===== src/rtl/phibin_to_relphi.sv =====
// phibin_to_relphi
// Maps a global phi bin into the 12-bit relative-phi frame of a start-phi
// sector. Two-stage valid/ready pipeline with full backpressure, plus a
// saturating counter of out-of-window beats that leave the block.
//
// Handshake: a beat moves across an interface on a rising edge where
// valid & ready are both 1. valid is never withdrawn before its beat has
// moved, and the beat's payload holds stable while valid is high and
// ready is low. ready may depend combinationally on the downstream ready.
module phibin_to_relphi #(
    parameter int N_BINS    = 27,
    parameter int BIN_WIDTH = 1364,
    parameter int TAG_W     = 8
) (
    input  logic             clk,
    input  logic             reset,
    input  logic             in_valid,
    output logic             in_ready,
    input  logic [4:0]       phi_bin,
    input  logic [4:0]       start_phi,
    input  logic [TAG_W-1:0] in_tag,
    output logic             out_valid,
    input  logic             out_ready,
    output logic [11:0]      rel_phi,
    output logic             out_of_window,
    output logic [TAG_W-1:0] out_tag,
    input  logic             err_clr,
    output logic [15:0]      err_count
);

    // Bin-centre offsets of the three in-window bins, fixed at elaboration.
    localparam logic [5:0]  NB      = 6'(N_BINS);
    localparam logic [11:0] REL_POS = 12'(BIN_WIDTH);
    localparam logic [11:0] REL_NEG = 12'(-BIN_WIDTH);

    // Stage 1 registers
    logic             s1_valid;
    logic [5:0]       s1_d;
    logic             s1_illegal;
    logic [TAG_W-1:0] s1_tag;

    // Pipeline advance conditions
    logic s2_adv;
    logic s1_adv;

    // Stage 1 combinational results
    logic [5:0] pb6;
    logic [5:0] sp6;
    logic [5:0] d_next;
    logic       illegal_next;

    // Stage 2 combinational results
    logic [11:0] rel_next;
    logic        oow_next;

    // Error counter increment condition
    logic err_inc;

    // Advance whenever the downstream slot is empty or being drained.
    always_comb begin
        s2_adv   = !out_valid || out_ready;
        s1_adv   = !s1_valid || s2_adv;
        in_ready = s1_adv;
    end

    // Modular distance from the sector start; 6 bits hold phi_bin + N_BINS.
    always_comb begin
        pb6          = {1'b0, phi_bin};
        sp6          = {1'b0, start_phi};
        illegal_next = (pb6 >= NB) || (sp6 >= NB);
        if (pb6 >= sp6) begin
            d_next = pb6 - sp6;
        end else begin
            d_next = pb6 + NB - sp6;
        end
    end

    // Stage 1 register: capture distance, legality and tag on acceptance.
    always_ff @(posedge clk or negedge reset) begin
        if (!reset) begin
            s1_valid   <= 1'b0;
            s1_d       <= '0;
            s1_illegal <= 1'b0;
            s1_tag     <= '0;
        end else if (s1_adv) begin
            s1_valid <= in_valid;
            if (in_valid) begin
                s1_d       <= d_next;
                s1_illegal <= illegal_next;
                s1_tag     <= in_tag;
            end
        end
    end

    // Distance 0/1/2 maps to the window's bin centres; anything else is out.
    always_comb begin
        rel_next = 12'h000;
        oow_next = 1'b1;
        if (!s1_illegal) begin
            case (s1_d)
                6'd0: begin rel_next = REL_NEG; oow_next = 1'b0; end
                6'd1: begin rel_next = 12'h000; oow_next = 1'b0; end
                6'd2: begin rel_next = REL_POS; oow_next = 1'b0; end
                default: begin rel_next = 12'h000; oow_next = 1'b1; end
            endcase
        end
    end

    // Stage 2 output register: payload only changes when the slot advances.
    always_ff @(posedge clk or negedge reset) begin
        if (!reset) begin
            out_valid     <= 1'b0;
            rel_phi       <= '0;
            out_of_window <= 1'b0;
            out_tag       <= '0;
        end else if (s2_adv) begin
            out_valid <= s1_valid;
            if (s1_valid) begin
                rel_phi       <= rel_next;
                out_of_window <= oow_next;
                out_tag       <= s1_tag;
            end
        end
    end

    assign err_inc = out_valid && out_ready && out_of_window;

    // Saturating error counter; a clear wins over a same-cycle increment.
    always_ff @(posedge clk or negedge reset) begin
        if (!reset) begin
            err_count <= '0;
        end else if (err_clr) begin
            err_count <= '0;
        end else if (err_inc && (err_count != 16'hFFFF)) begin
            err_count <= err_count + 16'd1;
        end
    end

endmodule


===== config.mk =====
export PLATFORM = sky130hd
export DESIGN_NAME = phibin_to_relphi
export DESIGN_NICKNAME = d
export VERILOG_FILES = /design/src/rtl/phibin_to_relphi.sv
export SDC_FILE = /design/constraint.sdc
export NUM_CORES = 1
export LEC_CHECK = 0
export ABC_AREA = 1
export BUFFER_PORTS_ARGS = -buffer_cell sky130_fd_sc_hd__buf_2
export CAP_MARGIN = 20
export CORE_UTILIZATION = 50
export CTS_BUF_LIST = sky130_fd_sc_hd__clkbuf_4
export DETAILED_ROUTE_END_ITERATION = 6
export PLACE_DENSITY = 0.75
export SKIP_CTS_REPAIR_TIMING = 1
export SLEW_MARGIN = 20
export SYNTH_ARGS = -nofsm -noshare
export SYNTH_HDL_FRONTEND = slang
export SYNTH_SLANG_ARGS = --single-unit

===== constraint.sdc =====
create_clock -name clk -period 1.71 [get_ports clk]
set_input_delay 0.0855 -clock clk [delete_from_list [all_inputs] [get_ports clk]]
set_output_delay 0.0855 -clock clk [all_outputs]
set_load 0.03 [all_outputs]

==> impl_metrics.py, run 1 <==
metrics = {
    "setup_path": {
        "r2r_slack_ns": 0.12,
        "critical-path-top-delay-family": "simple AND/OR/NAND/NOR gates",
        "max_stage_delay_ns": 0.43,
        "critical_path_class": "reg -> reg",
        "cp.depth": 10,
        "cpMostUsedCell": "nor2_4",
        "r2r_end": "err_count[9]",
        "cp.buffers_inverters": 2,
        "end_kind": "register",
        "crit_path_start_kind": "register",
        "required_ns": 1.96,
        "r2r_start": "err_count[0]",
        "cp.arrival_ns": 1.83,
        "rr_worst_depth": 10,
        "slowest_stage": "dfrtp_2",
        "path_cells": "ha_1 -> nand3_2 -> inv_2 -> nand2_2 -> nor2_4 -> nor2_4 -> nor2_4 -> buf_12 -> nand2_1 -> nand2_1",
        "path_max_fanout": 13,
    },
    "detailed_routing": {
        "drtIter0Drc": 111,
        "post_drt_via_cell_ratio": 4.90,
        "drt-pass1-iter-count": 4,
        "drt-total-wl_mm": 6.06,
        "vias": 2613,
        "ant_nets": 0,
        "wl_per_cell_um": 11.4,
        "post-route-drc-count": 0,
    },
    "sta": {
        "fmax_ghz": 0.631,
        "max_slew_margin_pct": 64.9,
        "setup_viol": 0,
        "tightest_slew_ns": 0.526,
        "finalHoldViolations": 0,
        "skew_ns": 0.0194,
        "rsz0062_at_grt": "false",
        "layout_min_cycle_time_ns": 1.59,
        "fin_hold_ws_ns": 0.00670,
        "period_share_pct": 92.7,
        "drv_slew": 0,
    },
    "grt": {
        "grt_max_degree": 28,
        "gr-usage-all-layers_pct": 21.9,
        "antenna_found_initial": 0,
        "grt-ovfl-total": 0,
        "grt_pass1_wl_mm": 10.5,
        "grt_pass1_vias": 2458,
    },
    "clock_tree": {
        "clock_latency_ns": 0.36,
        "cts.path.max_buffers": 2,
        "htreeDepth": 2,
        "cts.sinks": 45,
        "root_buffer": "clkbuf_4",
        "clk_pin_slew_ns": 0.15,
        "numCtsBuffers": 5,
        "cts_tree": "yes",
    },
    "worst_hold_path": {
        "holdPathEnd": "err_count[6]",
        "hold_path_startpoint": "err_clr",
        "hold_path.class": "in -> reg",
        "hold_depth": 4,
    },
    "floorplan": {
        "die_x_um": 76.7,
        "die_h_um": 76.7,
        "ios": 62,
        "die-area_um2": 5880,
        "core-area_um2": 5240,
        "num_rows": 26,
        "initial_core_util_pct": 53.2,
    },
    "placed_design": {
        "place_hpwl_mm": 4.68,
        "place_congestion": 0.893,
        "placed_cells": 514,
        "port_buffers": 59,
        "place_area_um2": 3220,
    },
    "final_layout": {
        "fin_cells": 533,
        "areaGrowthSynthToFinish_pct": 23.7,
        "nNetsFinal": 502,
        "drive_above_1_share_pct": 21.8,
        "final_cell_area_um2": 3450,
        "n_fill_cell": 476,
        "num_antenna_cells": 0,
    },
    "synth": {
        "synth_flop_cell": "dfrtp_1",
        "synth.mux.area_fraction_pct": 0,
        "synth-edff-count": 0,
        "netlist_area_um2": 2790,
        "async_reset_ff_share_pct": 100,
        "ys_seq_elements": 45,
        "synth_most_common_cell": "nand2_1",
        "avgSynthCellArea_um2": 7.30,
        "synth_top_family_by_area": "simple AND/OR/NAND/NOR gates",
        "synth_top_area_share_pct": 40.4,
        "synth-xor-area-share_pct": 1.57,
        "yosysSeqAreaShare_pct": 40.4,
        "yosys.area_share.simple_pct": 35.6,
        "synth_compound_area_share_pct": 3.82,
        "syn_inst": 382,
        "synth_warnings": 0,
        "ys_top_cells_by_area": "dfrtp_1 (40%), nand2_1 (20%), inv_1 (6.3%)",
        "synthAdderAreaFrac_pct": 8.44,
        "ys_types": 25,
        "yosys-top-cells-count": "nand2_1 (152), inv_1 (47), dfrtp_1 (45), nor2_1 (28), nand3_1 (22)",
        "synth_top_area_cell": "dfrtp_1",
    },
    "pwr": {
        "powerDensity_nw_per_um2": 870,
        "p_leak_nw": 1.99,
        "ir_drop_mv": 0.385,
    },
    "job": {
        "cap_viol_max_count": 0,
    },
    "run_status": {
        "outcome": "finished clean",
    },
}
## where the power goes
part	total, mW	internal [mW]	switching (mW)
Sequential	1.29	1.21	0.0856
Clock	0.818	0.460	0.358
Combinational	0.889	0.313	0.576
Total	3.00	1.98	1.02
## registers in the layout (all words and copies together), names as in the netlist, 3 cells and up
register   cells
s1_tag         8
s1_d           6
rel_phi        3
out_tag        8
err_count     16
## cell usage in the layout, fill, tap and decap left out
cell and n:
a21oi_1 4, a22oi_1 1, a31oi_1 1, buf_12 2, buf_2 59, buf_4 17, bufinv_16 2, clkbuf_4 5
clkinv_1 1, conb_1 2, dfrtp_1 44, dfrtp_2 1, dlygate4sd3_1 9, fa_1 3, ha_1 14, inv_1 46
inv_2 1, inv_6 1, nand2_1 152, nand2_2 2, nand3_1 20, nand3_2 2, nand3b_1 3, nand4_1 16
nor2_1 28, nor2_2 2, nor2_4 3, o21ai_0 10, o21bai_1 3, or2_2 4, xor2_1 5
## through the flow
| stage | power [mW] | setup slack (ns) | util [%] | setup TNS [ns] |
|---|---|---|---|---|
| after detailed placement | 2.18 | -0.0935 | 61.5 | -0.129 |
| after global placement | 2.16 | -0.0254 | 61.5 | -0.0254 |
| final | 3.00 | 0.124 | 65.9 | 0 |
| after global routing | 3.18 | 0.0169 | 65.9 | 0 |
| after CTS | 3.00 | 0.00402 | 63.5 | 0 |
| after floorplan | 1.90 | 0.00962 | - | 0 |
## area by class of cell
class / instances / area (um^2) / share of cell area (%)
well taps: 70 / 87.6 / 2.54
flip-flops and latches: 45 / 1130 / 32.7
inverters: 48 / 180 / 5.22
clock inverters: 3 / 68.8 / 1.99
clock buffers: 5 / 37.5 / 1.09
multi-input cells: 275 / 1400 / 40.4
repair buffers: 87 / 553 / 16.0
## cells by family (layout without fill, tap and decap cells)
kind of cell    Yosys count  in the layout
simple gates            232            232
flops                    45             45
xor+xnor                  5              5
compound gates           19             19
fa+ha+maj                17             17
other cells               1              2
buf+inv                  63            143
## tightest hold or removal path, cell delays in order
cell and delay (ns):
buf_2 0.12, nor2_4 0.05, nand2_1 0.05, nand2_1 0.05
## how the worst max path moves through the flow
stage,endpoint,slack (ns),start
2_1_floorplan,err_count[12],0.01,err_count[1]
3_3_place_gp,s1_d[5],-0.03,start_phi[1]
3_5_place_dp,s1_d[5],-0.09,start_phi[1]
4_1_cts,err_count[9],0.004,err_count[0]
5_1_grt,err_count[7],0.02,err_count[0]
6_report,err_count[9],0.12,err_count[0]
## metal layers
layer	wire length (um)	GRT usage (%)	share of wire (%)	vias up
met4	53	7.12	0.87	0
met1	2780	27.0	46	1220
met3	181	3.69	3.0	6
met5	0	0	0	-
met2	3040	38.7	50	47
li1	-	-	-	1340
(Power assumes the default switching activity.)
==> inputs of run 2 (changes only) <==
--- a/config.mk
+++ b/config.mk
@@ -8,10 +8,11 @@
 export ABC_AREA = 1
 export BUFFER_PORTS_ARGS = -buffer_cell sky130_fd_sc_hd__buf_2
 export CAP_MARGIN = 20
+export CORE_MARGIN = 2
 export CORE_UTILIZATION = 50
 export CTS_BUF_LIST = sky130_fd_sc_hd__clkbuf_4
 export DETAILED_ROUTE_END_ITERATION = 6
-export PLACE_DENSITY = 0.75
+export PLACE_DENSITY_LB_ADDON = 0.05
 export SKIP_CTS_REPAIR_TIMING = 1
 export SLEW_MARGIN = 20
 export SYNTH_ARGS = -nofsm -noshare
==> run 2 against run 1 <==
Combinational power up 1%. Global-route usage down 0.67 points. Maximum frequency up 2.7%. Setup slack better by 0.041 ns. Routed wire length up 0.23%. Flip-flop and latch count unchanged.
==> impl_metrics.py, run 2 (synthesized netlist as in run 1, its figures left out) <==
metrics = {
    "floorplan": {
        "die_x_um": 78.7,
        "ios": 62,
        "die_h_um": 78.7,
        "initial_core_util_pct": 51.3,
        "num_rows": 27,
        "core-area_um2": 5440,
        "die-area_um2": 6190,
    },
    "setup_path": {
        "rr_worst_depth": 10,
        "cp.buffers_inverters": 2,
        "critical-path-top-delay-family": "simple AND/OR/NAND/NOR gates",
        "path_cells": "ha_1 -> nand3_2 -> inv_1 -> nand2_2 -> nor2_4 -> nor2_4 -> nor2_4 -> buf_12 -> nand2_1 -> nand2_1",
        "cpMostUsedCell": "nor2_4",
        "crit_path_start_kind": "register",
        "critical_path_class": "reg -> reg",
        "end_kind": "register",
        "max_stage_delay_ns": 0.43,
        "path_max_fanout": 14,
        "cp.arrival_ns": 1.80,
        "slowest_stage": "dfrtp_2",
        "required_ns": 1.96,
        "cp.depth": 10,
    },
    "sta": {
        "fmax_ghz": 0.647,
        "layout_min_cycle_time_ns": 1.54,
        "drv_slew": 0,
        "skew_ns": 0.0158,
        "setup_viol": 0,
        "rsz0062_at_grt": "false",
        "finalHoldViolations": 0,
        "tightest_slew_ns": 0.516,
        "max_slew_margin_pct": 65.6,
        "fin_hold_ws_ns": 0.0342,
        "period_share_pct": 90.3,
    },
    "run_status": {
        "outcome": "finished clean",
    },
    "pwr": {
        "powerDensity_nw_per_um2": 824,
        "ir_drop_mv": 0.476,
        "p_leak_nw": 2.00,
        "power_mw": 2.85,
    },
    "final_layout": {
        "regMostFlops": "err_count",
        "nNetsFinal": 506,
        "reg.largest.list": "err_count x16, out_tag x8, s1_tag x8",
        "areaGrowthSynthToFinish_pct": 23.9,
        "drive_above_1_share_pct": 22.1,
        "final_cell_mix": "nand2_1 (152), buf_2 (59), inv_1 (47)",
        "num_antenna_cells": 0,
        "layout_commonest_cell": "nand2_1",
        "final_util_pct": 63.5,
        "largest_reg_flops": 16,
    },
    "placed_design": {
        "place_congestion": 0.868,
        "port_buffers": 59,
        "place_hpwl_mm": 4.74,
    },
    "clock_tree": {
        "cts.sinks": 45,
        "cts.path.max_buffers": 2,
        "cts_tree": "yes",
        "htreeDepth": 2,
        "numCtsBuffers": 5,
        "clk_pin_slew_ns": 0.13,
        "clock_latency_ns": 0.35,
        "root_buffer": "clkbuf_4",
    },
    "job": {
        "cap_viol_max_count": 0,
    },
    "grt": {
        "grt_max_degree": 27,
        "grt-ovfl-total": 0,
        "grt_pass1_wl_mm": 10.6,
        "antenna_found_initial": 0,
        "gr-usage-all-layers_pct": 21.2,
        "grt_pass1_vias": 2434,
    },
    "detailed_routing": {
        "wl_per_cell_um": 11.3,
        "post_drt_via_cell_ratio": 4.72,
        "post-route-drc-count": 0,
        "vias": 2546,
        "drt-total-wl_mm": 6.08,
        "drtIter0Drc": 81,
        "ant_nets": 0,
        "drt-pass1-iter-count": 4,
    },
    "worst_hold_path": {
        "hold_depth": 4,
        "hold_path.class": "in -> reg",
    },
}
## run 2: metrics by stage
stage               setup slack [ns]  instance area [um^2]  TNS [ns]  std cells
finish                         0.166                  3450         0        539
global route                  0.0260                  3450         0        539
CTS                            0.127                  3360         0        530
detailed placement           -0.0475                  3280   -0.0475        522
global placement             -0.0107                  3280   -0.0107        522
floorplan                    0.00962                  2800         0        383
## run 2: layer usage
layer | track usage (%) | up-vias | part of all wire (%)
met4 | 6.49 | 0 | 1.1
met2 | 37.2 | 31 | 51
met5 | 0 | - | 0
met1 | 26.5 | 1167 | 45
met3 | 3.91 | 7 | 3.1
li1 | - | 1341 | -
## run 2: worst min-delay path: cells and delay by family
family / cells / cell delay, ns
buf+inv: 2 / 0.14
simple gates: 2 / 0.12
## run 2: final timing paths
path | start | to | slack, ns
hold reg to reg | out_tag[3] | out_tag[3] | 0.49
hold / removal | out_ready | s1_valid | 0.03
max in group asynchronous | reset | s1_d[2] | 0.99
min in group asynchronous | reset | err_count[2] | 0.21
setup / recovery | err_count[0] | err_count[15] | 0.17
setup reg to reg | err_count[0] | err_count[15] | 0.17
## run 2: cell type report
cell class,instances,area (um^2)
clock buffers,6,45.0
clock inverters,2,33.8
fillers,526,1980
inverters,48,180
multi-input cells,275,1400
flip-flops and latches,45,1130
well taps,72,90.1
repair buffers,91,583
## run 2: power by group
group          switching (mW)  internal [mW]
clock                   0.330          0.321
combinational           0.581          0.317
sequential             0.0881           1.21
==> inputs of run 3 (changes only) <==
--- a/config.mk
+++ b/config.mk
@@ -9,7 +9,7 @@
 export BUFFER_PORTS_ARGS = -buffer_cell sky130_fd_sc_hd__buf_2
 export CAP_MARGIN = 20
 export CORE_MARGIN = 2
-export CORE_UTILIZATION = 50
+export CORE_UTILIZATION = 35
 export CTS_BUF_LIST = sky130_fd_sc_hd__clkbuf_4
 export DETAILED_ROUTE_END_ITERATION = 6
 export PLACE_DENSITY_LB_ADDON = 0.05
==> constraint.sdc (replaced) <==
create_clock -name clk -period 1.6 [get_ports clk]
set_input_delay 0.08 -clock clk [delete_from_list [all_inputs] [get_ports clk]]
set_output_delay 0.08 -clock clk [all_outputs]
set_load 0.03 [all_outputs]
==> run 3 against run 2 <==
Maximum frequency up 2.7%. Register-to-register slack got worse by 0.07 ns. Sequential share of layout area is 2.0 points lower. Count of clock-buffer cells in the layout decreased by 1. Global-route usage is 4.6 points lower. Sequential power grew 7%. First-iteration DRC count grew 8.6%. Combinational power rose by 12%. Flip-flop and latch count unchanged.
==> impl_metrics.py, run 3 (synthesized netlist as in run 1, its figures left out) <==
metrics = {
    "detailed_routing": {
        "wl_per_cell_um": 11.5,
        "post_drt_via_cell_ratio": 4.48,
        "vias": 2632,
        "drt-pass1-iter-count": 4,
        "met3WireLength_um": 232,
        "post-route-drc-count": 0,
        "routed-wl-met2_mm": 3.21,
        "ant_nets": 0,
        "wl_met1_mm": 3.18,
        "drt-total-wl_mm": 6.73,
        "drtIter0Drc": 88,
        "dr.max_layer_used": "met4",
    },
    "sta": {
        "max_slew_margin_pct": 63.8,
        "finalHoldViolations": 0,
        "tightest_slew_ns": 0.542,
        "fmax_ghz": 0.665,
        "period_share_pct": 94.0,
        "skew_ns": 0.0190,
        "setup_viol": 0,
        "layout_min_cycle_time_ns": 1.50,
        "final.setup.tns_ns": 0,
        "layout_setup_ws_ns": 0.0957,
        "rsz0062_at_grt": "false",
        "fin_hold_ws_ns": 0.00461,
        "drv_slew": 0,
    },
    "setup_path": {
        "path_max_fanout": 14,
        "crit_path_start_kind": "register",
        "rr_worst_depth": 10,
        "critical_path_class": "reg -> reg",
        "critPathLaunch": "err_count[0]",
        "r2r_start": "err_count[0]",
        "required_ns": 1.86,
        "end_kind": "register",
        "cp.arrival_ns": 1.76,
    },
    "pwr": {
        "ir_drop_mv": 0.427,
        "powerDensity_nw_per_um2": 890,
        "p_leak_nw": 2.10,
    },
    "clock_tree": {
        "htreeDepth": 2,
        "cts.sinks": 45,
        "clock_latency_ns": 0.37,
        "clk_pin_slew_ns": 0.14,
        "cts_tree": "yes",
        "root_buffer": "clkbuf_4",
        "cts.path.max_buffers": 2,
        "numCtsBuffers": 5,
    },
    "floorplan": {
        "die-area_um2": 8690,
        "core-area_um2": 7730,
        "die_x_um": 93.2,
        "die_h_um": 93.2,
        "num_rows": 32,
        "ios": 62,
        "initial_core_util_pct": 36.1,
    },
    "placed_design": {
        "pre_cts_ws_ns": -0.154,
        "placed_cells": 570,
        "place_congestion": 0.833,
        "place_hpwl_mm": 5.21,
        "place_area_um2": 3470,
        "port_buffers": 59,
    },
    "run_status": {
        "outcome": "finished clean",
    },
    "worst_hold_path": {
        "hold_depth": 4,
        "hold_path.class": "in -> reg",
        "hold_path_startpoint": "out_ready",
    },
    "job": {
        "cap_viol_max_count": 0,
    },
    "grt": {
        "grt-ovfl-total": 0,
        "grt_max_degree": 46,
        "grt_pass1_vias": 2524,
        "gr-usage-all-layers_pct": 16.6,
        "antenna_found_initial": 0,
        "grt_pass1_wl_mm": 11.5,
    },
    "final_layout": {
        "drive_above_1_share_pct": 26.0,
        "reg.largest.list": "err_count x16, out_tag x8, s1_tag x8",
        "regMostFlops": "err_count",
        "final_cell_mix": "nand2_1 (152), buf_2 (59), inv_1 (47)",
        "areaGrowthSynthToFinish_pct": 32.2,
        "fin_cells": 587,
        "num_antenna_cells": 0,
        "final_cell_area_um2": 3680,
        "nNetsFinal": 524,
        "largest_reg_flops": 16,
        "layout_commonest_cell": "nand2_1",
    },
}
==> run 3: cell type report <==
type                       count  area [um^2]
inverter                      48          180
fill                         820         4040
clock buffer                   5         37.5
tap                          102          128
clock inverter                 3         65.1
multi-input combinational    275         1410
sequential                    45         1130
timing repair buffer         109          734
==> run 3: report_power, final <==
group / total [mW] / switching (mW) / internal (mW)
logic: 1.01 / 0.631 / 0.379
registers: 1.39 / 0.0941 / 1.29
clock network: 0.882 / 0.398 / 0.484
==> run 3: path summary, 6_finish.rpt <==
kind                            slack [ns]           end
worst min-delay path                 0.005      s1_valid
worst max register to register         0.1  err_count[9]
worst max-delay path                   0.1  err_count[9]
min in group asynchronous             0.21  err_count[5]
worst min register to register        0.49    out_tag[4]
max in group asynchronous             1.15     out_valid
==> run 3: per-layer routing <==
metal | vias up | track usage [%]
met1 | 1204 | 21.5
met3 | 10 | 2.98
li1 | 1381 | -
met2 | 37 | 28.2
met5 | - | 0
met4 | 0 | 5.02
==> run 3: worst max-delay path, cell delays in order (launching register included) <==
cell	delay (ns)
dfrtp_2	0.45
ha_4	0.17
nand3_2	0.08
inv_1	0.07
nand2_2	0.08
nor2_4	0.05
nor2_4	0.20
nor2_4	0.05
buf_12	0.15
nand2_1	0.05
nand2_1	0.05
==> run 3: stage by stage <==
| step | total power [mW] | utilization [%] |
|---|---|---|
| after floorplan | 2.04 | - |
| after global placement | 2.41 | 44.9 |
| after detailed placement | 2.41 | 44.9 |
| after CTS | 3.30 | 46.2 |
| after global routing | 3.50 | 47.7 |
| final | 3.28 | 47.7 |
